## src/rtl/mem_port_arbiter.sv

```systemverilog
// mem_port_arbiter: shares one memory port between instruction fetch (IF)
// and load/store (LS). LS may hold the port for two beats; ties alternate
// round-robin, and a watchdog aborts beats the memory never acknowledges.
//
// state  | meaning
// -------+-------------------------------------------------------------
// IDLE   | port free; arbitrate between if_req and ls_req
// GNT_IF | fetch beat on the bus, waiting for mem_ack or watchdog
// GNT_LS | load/store beat on the bus; stays until the last beat is done
module mem_port_arbiter #(
    parameter int TIMEOUT = 16,
    parameter int CNT_W   = 5
) (
    input  logic        clk,
    input  logic        res,
    input  logic        if_req,
    input  logic [31:0] if_addr,
    output logic        if_gnt,
    output logic        if_done,
    output logic [31:0] if_rdata,
    input  logic        ls_req,
    input  logic        ls_we,
    input  logic [1:0]  ls_beats,
    input  logic [31:0] ls_addr,
    input  logic [31:0] ls_wdata,
    input  logic [3:0]  ls_be,
    output logic        ls_gnt,
    output logic        ls_beat_done,
    output logic [31:0] ls_rdata,
    output logic        mem_valid,
    output logic        mem_we,
    output logic [31:0] mem_addr,
    output logic [31:0] mem_wdata,
    output logic [3:0]  mem_be,
    input  logic [31:0] mem_rdata,
    input  logic        mem_ack,
    output logic        err,
    output logic        busy
);

    typedef enum logic [1:0] {
        IDLE   = 2'd0,
        GNT_IF = 2'd1,
        GNT_LS = 2'd2
    } state_t;

    // The abort fires on the cycle whose increment would bring wdog to
    // TIMEOUT-1, i.e. the (TIMEOUT-1)th consecutive unacknowledged cycle.
    localparam logic [CNT_W-1:0] WDOG_LIM = CNT_W'(TIMEOUT - 2);

    state_t           state;
    logic             last_ls;
    logic [1:0]       beats_left;
    logic [CNT_W-1:0] wdog;
    logic             timeout;
    logic             ls_wins;

    assign if_gnt    = (state == GNT_IF);
    assign ls_gnt    = (state == GNT_LS);
    assign busy      = (state != IDLE);
    assign mem_valid = if_gnt | ls_gnt;
    assign timeout   = mem_valid && !mem_ack && (wdog == WDOG_LIM);

    // The done pulse fires on either completion or abort so the owner
    // never waits forever; err distinguishes the abort.
    assign if_done      = if_gnt && (mem_ack || timeout);
    assign ls_beat_done = ls_gnt && (mem_ack || timeout);
    assign err          = timeout;
    assign if_rdata     = mem_rdata;
    assign ls_rdata     = mem_rdata;

    // On a tie the requester that did not win last time gets the port.
    assign ls_wins = ls_req && (!if_req || !last_ls);

    // Bus mux: owner drives the beat, everything zero while idle.
    always_comb begin
        mem_we    = 1'b0;
        mem_addr  = 32'h0;
        mem_wdata = 32'h0;
        mem_be    = 4'h0;
        if (if_gnt) begin
            mem_addr = if_addr;
            mem_be   = 4'hF;
        end else if (ls_gnt) begin
            mem_we    = ls_we;
            mem_addr  = ls_addr;
            mem_wdata = ls_wdata;
            mem_be    = ls_be;
        end
    end

    // Arbitration FSM, beat counter and watchdog.
    always_ff @(posedge clk or posedge res) begin
        if (res) begin
            state      <= IDLE;
            last_ls    <= 1'b0;
            beats_left <= 2'd0;
            wdog       <= '0;
        end else begin
            case (state)
                IDLE: begin
                    wdog <= '0;
                    if (ls_wins) begin
                        state   <= GNT_LS;
                        last_ls <= 1'b1;
                        case (ls_beats)
                            2'd0:    beats_left <= 2'd1;
                            2'd3:    beats_left <= 2'd2;
                            default: beats_left <= ls_beats;
                        endcase
                    end else if (if_req) begin
                        state   <= GNT_IF;
                        last_ls <= 1'b0;
                    end
                end
                GNT_IF: begin
                    if (mem_ack || timeout) begin
                        state <= IDLE;
                        wdog  <= '0;
                    end else begin
                        wdog <= wdog + CNT_W'(1);
                    end
                end
                GNT_LS: begin
                    if (mem_ack) begin
                        wdog       <= '0;
                        beats_left <= beats_left - 2'd1;
                        if (beats_left == 2'd1) begin
                            state <= IDLE;
                        end
                    end else if (timeout) begin
                        state      <= IDLE;
                        beats_left <= 2'd0;
                        wdog       <= '0;
                    end else begin
                        wdog <= wdog + CNT_W'(1);
                    end
                end
                default: begin
                    state      <= IDLE;
                    beats_left <= 2'd0;
                    wdog       <= '0;
                end
            endcase
        end
    end

endmodule

```

## config.mk

```make
export PLATFORM = sky130hd
export DESIGN_NAME = mem_port_arbiter
export DESIGN_NICKNAME = d
export VERILOG_FILES = /design/src/rtl/mem_port_arbiter.sv
export SDC_FILE = /design/constraint.sdc
export NUM_CORES = 1
export LEC_CHECK = 0
export CORE_AREA = 2 2 109 111
export CTS_CLUSTER_DIAMETER = 100
export DETAILED_ROUTE_END_ITERATION = 10
export DIE_AREA = 0 0 111 113
export HOLD_SLACK_MARGIN = 0.1
export MAX_ROUTING_LAYER = met4
export PLACE_DENSITY = 0.69
export SKIP_LAST_GASP = 1
export SLEW_MARGIN = 20
export SYNTH_ARGS = -nofsm -noshare
export SYNTH_HDL_FRONTEND = slang
export SYNTH_SLANG_ARGS = --single-unit
```

## constraint.sdc

```tcl
create_clock -name clk -period 1.7 [get_ports clk]
set_input_delay 0.255 -clock clk [delete_from_list [all_inputs] [get_ports clk]]
set_output_delay 0.255 -clock clk [all_outputs]
set_load 0.03 [all_outputs]
```

======== Word-level counts from Yosys, hierarchy flattened ========
Cells that the tools add are included.
word-level totals
  word-level logic and storage cells ...... 60
  input port bits ......................... 140
  register bits after elaboration ......... 10
  latch bits .............................. 0
  memories ................................ 0
  memory bits (read-only) ................. 0
  bits in writable memories ............... 0
  output and inout bits ................... 140
cells by class
  bitwise logic cells ..................... 2
  shift-type cells ........................ 0
  multipliers ............................. 0
  add/subtract/negate cells ............... 2
  magnitude comparators ................... 0
  reductions and logical operators ........ 17
  muxes and demuxes ....................... 25
  eq/ne operators ......................... 10
  divide/modulo/power cells ............... 0
operator list
  operator               count
  $mux W32               4
  $mux W2                8
  $mux W5                3
  $pmux W2 S3            2
  $pmux W5 S2            1
  $mux W4                2
  $add A5 B1 Y5 const B  1
  $eq A5 B4 Y1 const B   1
  $logic_and A1 B1 Y1    5
  $eq A2 B1 Y1 const B   2
  $eq A2 B2 Y1 const B   2
  $logic_not A2 Y1       2
  $mux W1                4
  $pmux W2 S2            1
  $reduce_and A4 Y1      1
  $reduce_bool A2 Y1     2
  $logic_not A1 Y1       3
  $ne A3 B1 Y1 const B   1
  $ne A3 B2 Y1 const B   1
  $ne A3 B3 Y1 const B   1
  $reduce_and A3 Y1      1
  $logic_or A1 B1 Y1     2
  $ne A2 B1 Y1 const B   1
  $ne A2 B2 Y1 const B   1
  other kinds (4)        4

======== Longest topological paths before layout ========
  depth after elaboration ................. 7
  gate-level depth with buffers ........... 7
  gate-level depth less buffers ........... 6

======== Worst setup path after synthesis ========
OpenSTA, ideal clock, no wires.
  path kind ............................... register to output
  start point ............................. register state[0]
  end point ............................... output mem_addr[10]
  path buffers ............................ 2
  required time ........................... 1445 ps
  stages on the path, launching flop included .. 7
  arrival time ............................ 2149 ps
  path slack .............................. -704 ps
  path through ............................ dfrtp_1 -> inv_1 -> ha_1 -> buf_2 -> clkbuf_1 -> nand2_1 -> o21ai_0
between the ends
  word-level cells in the longest chain between the ends .. 3
  elaborated cells between the ends (all ways) .. 4
  those cells by class .................... 2 x eq/ne; 2 x mux
RTL lines
  item                    line  source
  from (decl)             51    state_t state;
  from (signal assigned)  95    state <= IDLE;
  from (signal assigned)  104   state <= GNT_LS;
  from (signal assigned)  112   state <= GNT_IF;
  $eq A2 B2 Y1            59    assign ls_gnt = (state == GNT_LS);
  named net ls_gnt        27    output logic ls_gnt,
  $mux W32                84    end else if (ls_gnt) begin
  $mux W32                81    if (if_gnt) begin
  to (decl)               32    output logic [31:0] mem_addr,
The timed path passes the listed nets, and every way through them passes these cells.

======== Final worst setup path ========
  start point ............................. register state[0]
  end point ............................... output mem_addr[22]
between the ends
  word-level cells in the longest chain between the ends .. 3
  elaborated cells between the ends (all ways) .. 4
  those cells by class .................... 2 x eq/ne; 2 x mux
RTL lines
  item          line
  $eq A2 B2 Y1  59
  $mux W32      84
  $mux W32 *    81
Mark *: on every way between the ends. The rest lies on a longest branch, timed or not.

==> insert_results.sql <==
INSERT INTO impl_metrics (metric_group, metric, value, unit) VALUES
('detailed_routing', 'drt_drc_violations_left', '0', ''),
('detailed_routing', 'via_count', '2393', ''),
('global_route', 'grt_max_degree', '35', ''),
('worst_setup_path', 'cp_class', 'flip-flop to output pin', ''),
('die', 'floorplan.rows', '39', ''),
('synthesis', 'syn-mean-instance-area', '6.58', 'um^2'),
('die', 'core', '11300', 'um^2'),
('flow_run', 'timing.max_cap.violations', '0', ''),
('worst_setup_path', 'endpoint_class_of_the_critical_path', 'output pin', ''),
('synthesis', 'synth_seq_area_share', '13.4', '%'),
('sta', 'timing.final.max_slew_violations', '0', ''),
('detailed_routing', 'drt_wl_total', '9.40', 'mm'),
('power_and_ir_drop', 'maximum_vdd_drop', '0.835', 'mV'),
('worst_setup_path', 'worst_path_dominant_cell_family', 'buffers and inverters', ''),
('power_and_ir_drop', 'intPower', '0.00362', 'W'),
('final_layout', 'fin_util', '38.8', '%'),
('sta', 'slew_headroom', '72.4', '%'),
('final_layout', 'area_delta_synth_final', '135', '%'),
('worst_setup_path', 'max_stage_delay', '0.40', 'ns'),
('outcome', 'failed_checks', 'negative setup slack', ''),
('place', 'place_congestion', '0.788', ''),
('power_and_ir_drop', 'power.switching', '0.00351', 'W'),
('clock_network', 'cts-htree-levels', '1', ''),
('sta', 'rsz0062_at_grt', 'yes', ''),
('sta', 'period_needed', '1.94', 'ns'),
('synthesis', 'synth.cell_area', '1860', 'um^2'),
('global_route', 'grt_pass1_vias', '2369', ''),
('sta', 'final.period_utilization', '114', '%'),
('worst_setup_path', 'critical_path.reg2reg.endpoint', 'state[0]', ''),
('detailed_routing', 'drt_first_iter_violations', '51', ''),
('die', 'dieArea', '12500', 'um^2'),
('sta', 'worst_slack', '-0.242', 'ns'),
('clock_network', 'numClockSinks', '10', ''),
('worst_setup_path', 'reg2regPathDepth', '7', ''),
('synthesis', 'synth.ff_latch_count', '10', ''),
('sta', 'tns', '-14.51', 'ns'),
('die', 'initial_utilization', '16.5', '%'),
('die', 'fp.dieW', '111', 'um'),
('power_and_ir_drop', 'clkPwrFrac', '5.8', '%'),
('worst_setup_path', 'cp.buffers_inverters', '5', ''),
('sta', 'setup-violations-final', '82', ''),
('worst_setup_path', 'cp_data_arrival_time', '1.69', 'ns'),
('worst_setup_path', 'reg2reg_setup_slack', '-0.22', 'ns'),
('die', 'die_h', '113', 'um'),
('worst_setup_path', 'worstReg2RegStart', 'state[0]', ''),
('hold_path', 'holdCritPathClass', 'input pin to asynchronous set/reset pin', ''),
('power_and_ir_drop', 'report.power.total', '0.00713', 'W'),
('clock_network', 'worst_setup_hold_path_clk_slew', '0.04', 'ns'),
('place', 'io_buffers', '183', ''),
('worst_setup_path', 'critical-path-slowest-cell', 'sky130_fd_sc_hd__dfrtp_1', ''),
('final_layout', 'finish.cell_count_without_fillers', '574', ''),
('synthesis', 'syn_inst', '283', ''),
('clock_network', 'tritoncts', 'built', ''),
('outcome', 'status', 'finished, violations left', ''),
('global_route', 'global_route.usage.total', '13.3', '%'),
('global_route', 'antenna_found_initial', '1', ''),
('die', 'ioPinCount', '280', ''),
('power_and_ir_drop', 'power.density_cell_area', '1630', 'nW/um^2'),
('final_layout', 'final_nets', '580', ''),
('worst_setup_path', 'crit_chain', 'buf_4 > ha_4 > buf_12 > buf_12 > buf_4 > o21ai_4 > buf_6', ''),
('power_and_ir_drop', 'total_leakage_power', '1.89', 'nW'),
('worst_setup_path', 'worst-endpoint-required', '1.44', 'ns'),
('detailed_routing', 'drt-pass1-iter-count', '4', ''),
('power_and_ir_drop', 'p_seq_share', '4.9', '%'),
('detailed_routing', 'avgRoutedWirePerCell', '16.4', 'um'),
('global_route', 'grt_overflow', '0', ''),
('synthesis', 'ys_warnings', '0', ''),
('clock_network', 'cts_buffers', '3', ''),
('detailed_routing', 'viasPerCell', '4.17', ''),
('worst_setup_path', 'critical_path_peak_fanout', '8', ''),
('synthesis', 'mappedNetlistNets', '431', '');
-- registers in the layout (all words and copies together), names as in the netlist --
signal,cells
beats_left,2
last_ls,1
state,2
wdog,5
-- final cells by class --
type                            instances  area [um^2]
Tap cell                              143          179
Timing Repair Buffer                  223         2280
Multi-Input combinational cell        186         1560
Inverter                                8         30.0
Sequential cell                        10          250
Clock buffer                            3         75.1
Fill cell                            1083         6900
Antenna cell                            1         2.50
-- worst max-delay path by stage --
stage                start  cells past startpoint             to  slack (ns)
2_1_floorplan     state[0]                      6       state[0]       -0.08
3_3_place_gp   ls_beats[0]                      6  beats_left[1]       -0.06
3_5_place_dp   ls_beats[0]                      6  beats_left[1]       -0.10
4_1_cts           state[0]                      7  mem_wdata[31]       -0.23
5_1_grt           state[0]                      8        if_done       -0.30
6_report          state[0]                      7   mem_addr[22]       -0.24
-- cell usage in the layout (no fill, tap or decap), drive strengths merged --
cell           instances
buf                  112
clkdlybuf4s50        107
nand2                 67
and2                  33
o21ai                 32
dfrtp                 10
nor2                   9
inv                    8
ha                     8
clkbuf                 7
nand3                  4
a21o                   4
mux2i                  3
nor2b                  3
a21oi                  3
a211oi                 2
nand2b                 2
a31oi                  2
xor2                   2
mux2                   2
diode                  1
and4b                  1
and3b                  1
nor3                   1
o221ai                 1
or4                    1
nor4                   1
xnor2                  1
a22o                   1
a32oi                  1
or3                    1
-- cells by family (layout without fill, tap and decap cells) --
| logic type | after synthesis | in the layout | share of synthesized area, % |
|---|---|---|---|
| AOI/OAI and AO/OA | 46 | 46 | 14.4 |
| and+or+nand+nor | 124 | 124 | 31.7 |
| other | 0 | 1 | 0 |
| xor gates and xnor gates | 3 | 3 | 1.41 |
| adders and majority gates | 8 | 8 | 5.38 |
| muxes | 5 | 5 | 2.82 |
| DFF | 10 | 10 | 13.4 |
| buffers and inverters | 87 | 234 | 30.8 |
-- per-stage QoR --
step / hold WS, ns / area (um^2)
after floorplan: 0.0952 / 2300
after global placement: 0.473 / 3760
after detailed placement: 0.483 / 3760
after CTS: 0.326 / 4030
after global routing: 0.356 / 4380
final: 0.311 / 4380
-- power groups by stage --
stage	Sequential (W)	Clock (W)	Combinational, W
after CTS	0.000348	0.000418	0.00559
after global routing	0.000358	0.000431	0.00670
after floorplan	0.000355	0	0.00358
final	0.000349	0.000410	0.00637
after detailed placement	0.000358	0	0.00509
after global placement	0.000351	0	0.00503
-- worst reg2reg max path, stage by stage (launching register included) --
cell and delay, ns:
sky130_fd_sc_hd__dfrtp_1 0.39, sky130_fd_sc_hd__inv_2 0.06, sky130_fd_sc_hd__buf_4 0.14, sky130_fd_sc_hd__ha_4 0.29
sky130_fd_sc_hd__and4b_4 0.25, sky130_fd_sc_hd__a211oi_2 0.09, sky130_fd_sc_hd__a211oi_2 0.23, sky130_fd_sc_hd__mux2_1 0.37
-- synth_stat cells (all sizes together) --
cell	count	share of area [%]
clkbuf	9	1.8
a31oi	2	0.67
nor2b	3	1.0
or3	1	0.34
mux2i	3	1.6
ha	8	5.4
nand2	67	14
xor2	2	0.94
and2	33	11
a21oi	3	0.81
and3b	1	0.47
nor2	9	1.8
o21ai	32	8.6
nor3	1	0.27
mux2	2	1.2
and4b	1	0.74
inv	8	1.6
a21o	4	1.6
o221ai	1	0.47
a22o	1	0.47
xnor2	1	0.47
or4	1	0.40
a211oi	2	1.3
buf	70	27
nand3	4	1.1
nand2b	2	0.67
nor4	1	0.34
dfrtp	10	13
a32oi	1	0.47
-- what timing repair did --
item                                    4_1_cts  5_1_grt
gates resized for setup                      23       50
endpoints found under the setup margin       76       82
cloned                                        2        5
setup buffers                                 7        7
hold buffers                                  0        0
pin swaps                                     2        6
-- per-layer routing --
metal / track usage, % / routed length, um / vias to the layer above
met5: - / 0 / -
met4: 3.25 / 161 / 0
met3: 3.43 / 689 / 10
met2: 23.5 / 4900 / 147
met1: 15.0 / 3640 / 1093
li1: - / - / 1143
(Power assumes the default switching activity.)
